**config.mk**
```make
export PLATFORM = sky130hd
export DESIGN_NAME = lcd_frame_scanner
export DESIGN_NICKNAME = d
export VERILOG_FILES = /design/src/rtl/lcd_frame_scanner.sv
export SDC_FILE = /design/constraint.sdc
export NUM_CORES = 1
export LEC_CHECK = 0
export CAP_MARGIN = 10
export CORE_MARGIN = 2
export CORE_UTILIZATION = 47
export DETAILED_ROUTE_END_ITERATION = 10
export GPL_ROUTABILITY_DRIVEN = 0
export GPL_TIMING_DRIVEN = 0
export SYNTH_ARGS = -nofsm -noshare
export SYNTH_HDL_FRONTEND = slang
export SYNTH_SLANG_ARGS = --single-unit
```
**constraint.sdc**
```tcl
create_clock -name clk_40M -period 11.7 [get_ports clk_40M]
set_input_delay 2.925 -clock clk_40M [delete_from_list [all_inputs] [get_ports clk_40M]]
set_output_delay 2.925 -clock clk_40M [all_outputs]
set_load 0.02 [all_outputs]
```
**src/rtl/lcd_frame_scanner.sv**
```systemverilog
// Buffers the 10x10 game table from the status FSM and repaints it on a KS0108 left controller.
// Define LCD_FRAME_BORDER_EN to also draw a solid right-edge border column at x=60 on every page.
module lcd_frame_scanner #(
    parameter int T_SETUP = 8,
    parameter int T_EN    = 20,
    parameter int T_HOLD  = 16
) (
    input  logic       clk_40M,
    input  logic       rst,
    input  logic       lcd_status,
    input  logic [3:0] lcd_row,
    input  logic [9:0] lcd_data,
    output logic [7:0] lcd_db,
    output logic       lcd_rs,
    output logic       lcd_rw,
    output logic       lcd_en,
    output logic       lcd_cs1,
    output logic       frame_done
);
    localparam int TXN_LEN = T_SETUP + T_EN + T_HOLD;
    localparam int CW      = $clog2(TXN_LEN + 1);
`ifdef LCD_FRAME_BORDER_EN
    localparam logic [5:0] X_LAST = 6'd60;
`else
    localparam logic [5:0] X_LAST = 6'd59;
`endif

    typedef enum logic [2:0] {
        S_INIT_ON,
        S_INIT_LINE,
        S_IDLE,
        S_SET_PAGE,
        S_SET_COL,
        S_DATA
    } state_t;

    state_t        state, state_n;
    logic [9:0]    wbuf [10];
    logic [9:0]    dbuf [10];
    logic          pending, status_q, commit;
    logic [CW-1:0] cnt;
    logic          txn_last, en_window;
    logic [2:0]    page;
    logic [5:0]    x;
    logic [3:0]    row_idx;
    logic [2:0]    sub;
    logic [9:0]    row_bits;
    logic [7:0]    data_byte, bus_db;
    logic          bus_rs, start_frame, frame_end, frame_q;

    assign lcd_rw    = 1'b0;
    assign commit    = status_q & ~lcd_status;
    assign txn_last  = (cnt == CW'(TXN_LEN - 1));
    assign en_window = (cnt >= CW'(T_SETUP)) && (cnt < CW'(T_SETUP + T_EN));

    // A commit landing on the same edge IDLE consumes pending keeps the flag set.
    always_ff @(posedge clk_40M or posedge rst) begin
        if (rst) begin
            for (int i = 0; i < 10; i++) wbuf[i] <= '0;
            status_q <= 1'b0;
            pending  <= 1'b1;
        end else begin
            status_q <= lcd_status;
            if (lcd_status && (lcd_row <= 4'd9)) wbuf[lcd_row] <= lcd_data;
            pending <= (pending && !start_frame) || commit;
        end
    end

    always_ff @(posedge clk_40M or posedge rst) begin
        if (rst) begin
            for (int i = 0; i < 10; i++) dbuf[i] <= '0;
        end else if (start_frame) begin
            for (int i = 0; i < 10; i++) dbuf[i] <= wbuf[i];
        end
    end

    always_comb begin
        row_bits  = (row_idx <= 4'd9) ? dbuf[row_idx] : '0;
        data_byte = {{4{row_bits[{page, 1'b1}]}}, {4{row_bits[{page, 1'b0}]}}};
`ifdef LCD_FRAME_BORDER_EN
        if (x == X_LAST) data_byte = 8'hFF;
`endif
    end

    always_comb begin
        state_n     = state;
        start_frame = 1'b0;
        frame_end   = 1'b0;
        bus_rs      = 1'b0;
        bus_db      = 8'h00;
        case (state)
            S_INIT_ON: begin
                bus_db = 8'h3F;
                if (txn_last) state_n = S_INIT_LINE;
            end
            S_INIT_LINE: begin
                bus_db = 8'hC0;
                if (txn_last) state_n = S_IDLE;
            end
            S_IDLE: begin
                if (pending) begin
                    start_frame = 1'b1;
                    state_n     = S_SET_PAGE;
                end
            end
            S_SET_PAGE: begin
                bus_db = {5'b10111, page};
                if (txn_last) state_n = S_SET_COL;
            end
            S_SET_COL: begin
                bus_db = 8'h40;
                if (txn_last) state_n = S_DATA;
            end
            S_DATA: begin
                bus_rs = 1'b1;
                bus_db = data_byte;
                if (txn_last && (x == X_LAST)) begin
                    if (page == 3'd4) begin
                        frame_end = 1'b1;
                        state_n   = S_IDLE;
                    end else begin
                        state_n = S_SET_PAGE;
                    end
                end
            end
            default: state_n = S_INIT_ON;
        endcase
    end

    // x walks the auto-incrementing column; row_idx/sub track x/6 and x%6 without a divider.
    always_ff @(posedge clk_40M or posedge rst) begin
        if (rst) begin
            state   <= S_INIT_ON;
            cnt     <= '0;
            page    <= '0;
            x       <= '0;
            row_idx <= '0;
            sub     <= '0;
        end else begin
            state <= state_n;
            if ((state == S_IDLE) || txn_last) cnt <= '0;
            else                               cnt <= cnt + 1'b1;
            if (start_frame) page <= '0;
            if ((state == S_DATA) && txn_last) begin
                if (x == X_LAST) begin
                    x       <= '0;
                    row_idx <= '0;
                    sub     <= '0;
                    if (page != 3'd4) page <= page + 1'b1;
                end else begin
                    x <= x + 1'b1;
                    if (sub == 3'd5) begin
                        sub     <= '0;
                        row_idx <= row_idx + 1'b1;
                    end else begin
                        sub <= sub + 1'b1;
                    end
                end
            end
        end
    end

    // Pins are a registered copy of the FSM view, so each transaction is glitch-free and
    // frame_done trails the final hold cycle by one clock.
    always_ff @(posedge clk_40M or posedge rst) begin
        if (rst) begin
            lcd_db     <= 8'h00;
            lcd_rs     <= 1'b0;
            lcd_en     <= 1'b0;
            lcd_cs1    <= 1'b0;
            frame_q    <= 1'b0;
            frame_done <= 1'b0;
        end else begin
            lcd_db     <= bus_db;
            lcd_rs     <= bus_rs;
            lcd_en     <= (state != S_IDLE) && en_window;
            lcd_cs1    <= (state != S_IDLE);
            frame_q    <= frame_end;
            frame_done <= frame_q;
        end
    end
endmodule

```
==> impl_metrics.toml <==
[status]
status = "finished, final reports clean"

[setup_path]
required_ns = 12.10
r2r_start = "row_idx[0]$_DFFE_PP0P_"
crit_slowest_cell = "nor2_1"
worstPathCellList = "clkdlybuf4s50_1 > nand3b_1 > nor2_1 > mux2_2"
end_kind = "register"
crit_type = "primary input to register"
crit_arrival_ns = 5.13
rrSetupSlack_ns = 9.23
critPathMaxFanout = 10
r2r_end = "lcd_db[6]$_DFF_PP0_"
start_kind = "primary input"
rr_worst_depth = 9
critPathMaxStageDelay_ns = 1.01

[synthesis]
synth_largest_area_cell = "dfrtp_1"
syn_area_um2 = 10300
syn_avg_cell_area_um2 = 11.1
netlist_instances = 932
async_flop_share_pct = 100
ys.flop_type = "dfrtp_1"
synth.area.top_cells = "dfrtp_1 58%, nand2_1 12%, mux2_2 12%, mux4_2 3.1%, mux2i_1 1.2%"
ys_types = 60
synth-edff-count = 0
yosysWarnings = 0
synth_seq_cells = 239
ys_seq_area_share_pct = 58.1
synth_commonest_cells = "328 x nand2_1, 238 x dfrtp_1, 108 x mux2_2"
synth.most_common_cell = "nand2_1"
synth_top_area_share_pct = 57.8
synth_nets = 957

[global_route]
use_met1_pct = 32.8
use_met3_pct = 3.96
grtUsageTotal_pct = 21.6
antenna_found_initial = 0
grt_overflow = 0
grt_pass1_vias = 6706
grt_pass1_wl_um = 39200
top_usage_layer = "met2"
grt_use_met2_pct = 33.1
grt_start_max_net_pins = 104

[worst_hold_path]
worst_hold_path_type = "register to register"
worstHoldStart = "frame_q$_DFF_PP0_"
holdPathStages = 0
worstHoldEndpoint = "frame_done$_DFF_PP0_"

[sta]
slew_headroom_pct = 13.6
layout_setup_ws_ns = 6.98
tightestPinTransition_ns = 1.29
tns_ns = 0
rsz0062_at_grt = "false"
period_needed_ns = 4.72
max_freq_mhz = 212
timing.final.max_slew_violations = 0
finClkSkew_ns = 0.00733
finalHoldViolCount = 0
fin_crit_sh_pct = 40.4
setup_viol = 0

[cells_and_area]
multiInputGateArea_um2 = 4010
fillerInstances = 1920
stdcell_area_um2 = 11800
diodes = 0
drive_above_1_share_pct = 19.6
seq_area_um2 = 5980
area_delta_synth_final_pct = 14.4
fin_nets = 1005
layout.cells.non_filler = 1277

[power]
power.leakage_nw = 5.67
p_per_area_nw_per_um2 = 161
ir_worst_vdd_v = 0.000141
p_total_w = 0.00190

[clocking]
cts_buffer_depth = 3
ctsHoldBuffers = 0
cts_buffers = 26
clk_latency_ns = 0.52
clock-sinks = 239
ctsResizeCount = 0
postCtsSetupBuffers = 0
cts_tree = "done"
root_buffer = "clkbuf_16"
htreeDepth = 1
cts.clk_slew.worst_paths_ns = 0.06

[placed_design]
placedCellCount = 1232
dp_hpwl_um = 16200
postPlaceCellArea_um2 = 10900
dp_slack_ns = 6.42
portBuffers = 18

[detailed_routing]
routed_via_density = 5.33
via_count = 6804
dr.pass1.iters = 7
drtAntennaViolNets = 0
routed_wl_um = 24500
drc = 0
wl_per_cell_um = 19.2
drt_iter0_drc = 509

[floorplanning]
die_x_um = 152
start_util_pct = 47.5
die_h_um = 152
rows = 54
core_area_um2 = 21700
io_pins = 30
die-area_um2 = 23100

[run]
maxCapViolCount = 0
[critical path, delay by kind of cell]
family | cells | cell delay, ns
and+or+nand+nor | 2 | 1.19
buffers and inverters | 1 | 0.57
muxes | 1 | 0.43
[state kept, by name, indices dropped and copies added, names as in the netlist, 3 cells and up]
name     flops
dbuf       100
wbuf       100
lcd_db       7
cnt          6
x            6
row_idx      4
page         3
state        3
sub          3
[per-stage QoR]
step / hold WS, ns / utilization (%)
2_1_floorplan: 0.331 / -
3_3_place_gp: 0.332 / 50.0
3_5_place_dp: 0.338 / 50.2
4_1_cts: 0.352 / 54.3
5_1_grt: 0.353 / 54.3
6_report: 0.350 / 54.3
[cell usage in the layout, fill, tap and decap left out, drive strengths merged, types with 3 or more instances in the layout]
| master | synthesis | routed |
|---|---|---|
| nor3b | 4 | 4 |
| or3 | 5 | 5 |
| nand4 | 6 | 6 |
| and3 | 3 | 3 |
| a21oi | 8 | 8 |
| o31ai | 3 | 3 |
| o22ai | 7 | 7 |
| o21ai | 19 | 19 |
| mux2i | 12 | 12 |
| mux4 | 17 | 17 |
| nor2 | 21 | 21 |
| nor4b | 3 | 3 |
| clkbuf | 22 | 63 |
| nand2b | 7 | 7 |
| nand3 | 9 | 9 |
| inv | 15 | 15 |
| nor4 | 3 | 3 |
| nor3 | 7 | 7 |
| buf | 35 | 37 |
| xor2 | 3 | 3 |
| nand2 | 328 | 328 |
| dfrtp | 238 | 238 |
| xnor2 | 5 | 5 |
| nand3b | 6 | 6 |
| mux2 | 108 | 108 |
| clkdlybuf4s50 | 0 | 18 |
| ha | 8 | 8 |
| and2 | 3 | 3 |
[worst max-delay path by stage]
stage	start	end	slack [ns]	depth (start not counted)
CTS	lcd_status	wbuf[45]$_DFFE_PP0P_	6.97	4
finish	lcd_status	wbuf[45]$_DFFE_PP0P_	6.98	4
global placement	rst	wbuf[44]$_DFFE_PP0P_	-0.98	2
global route	lcd_status	wbuf[45]$_DFFE_PP0P_	6.90	4
detailed placement	lcd_status	wbuf[45]$_DFFE_PP0P_	6.42	4
floorplan	rst	cnt[0]$_DFF_PP0_	2.22	1
[metal layers]
metal | wire [um] | vias to the layer above | share of wire, %
met4 | 414 | 0 | 1.7
met3 | 1260 | 34 | 5.1
li1 | - | 3215 | -
met2 | 11000 | 161 | 45
met1 | 11800 | 3394 | 48
met5 | 0 | - | 0
[cells by family (layout without fill, tap and decap cells)]
logic type               Yosys count  after routing  synth area share, %
flip-flops                       239            239                 58.1
other                              1              1               0.0364
AO/OA/AOI/OAI                     55             55                 3.46
XOR/XNOR                           8              8                0.680
multiplexers                     137            137                 16.8
adder cells (fa/ha/maj)            8              8                0.971
AND/OR/NAND/NOR                  412            412                 17.0
buffers and inverters             72            137                 3.06
[where the power goes]
| part | internal (W) | leakage (nW) | switching (W) | total (W) |
|---|---|---|---|---|
| Combinational | 0.0000658 | 2.10 | 0.0000479 | 0.000114 |
| Sequential | 0.000907 | 3.13 | 0.0000380 | 0.000945 |
| Clock | 0.000519 | 0.439 | 0.000322 | 0.000841 |
[cell type report]
cell class	instances	share of cell area, %
Sequential cell	239	50.8
Multi-Input combinational cell	621	34.0
Clock buffer	41	6.94
Tap cell	280	2.97
Buffer	57	2.20
Timing Repair Buffer	20	2.00
Clock inverter	4	0.594
Inverter	15	0.541
Power figures use the tool's default switching activity.
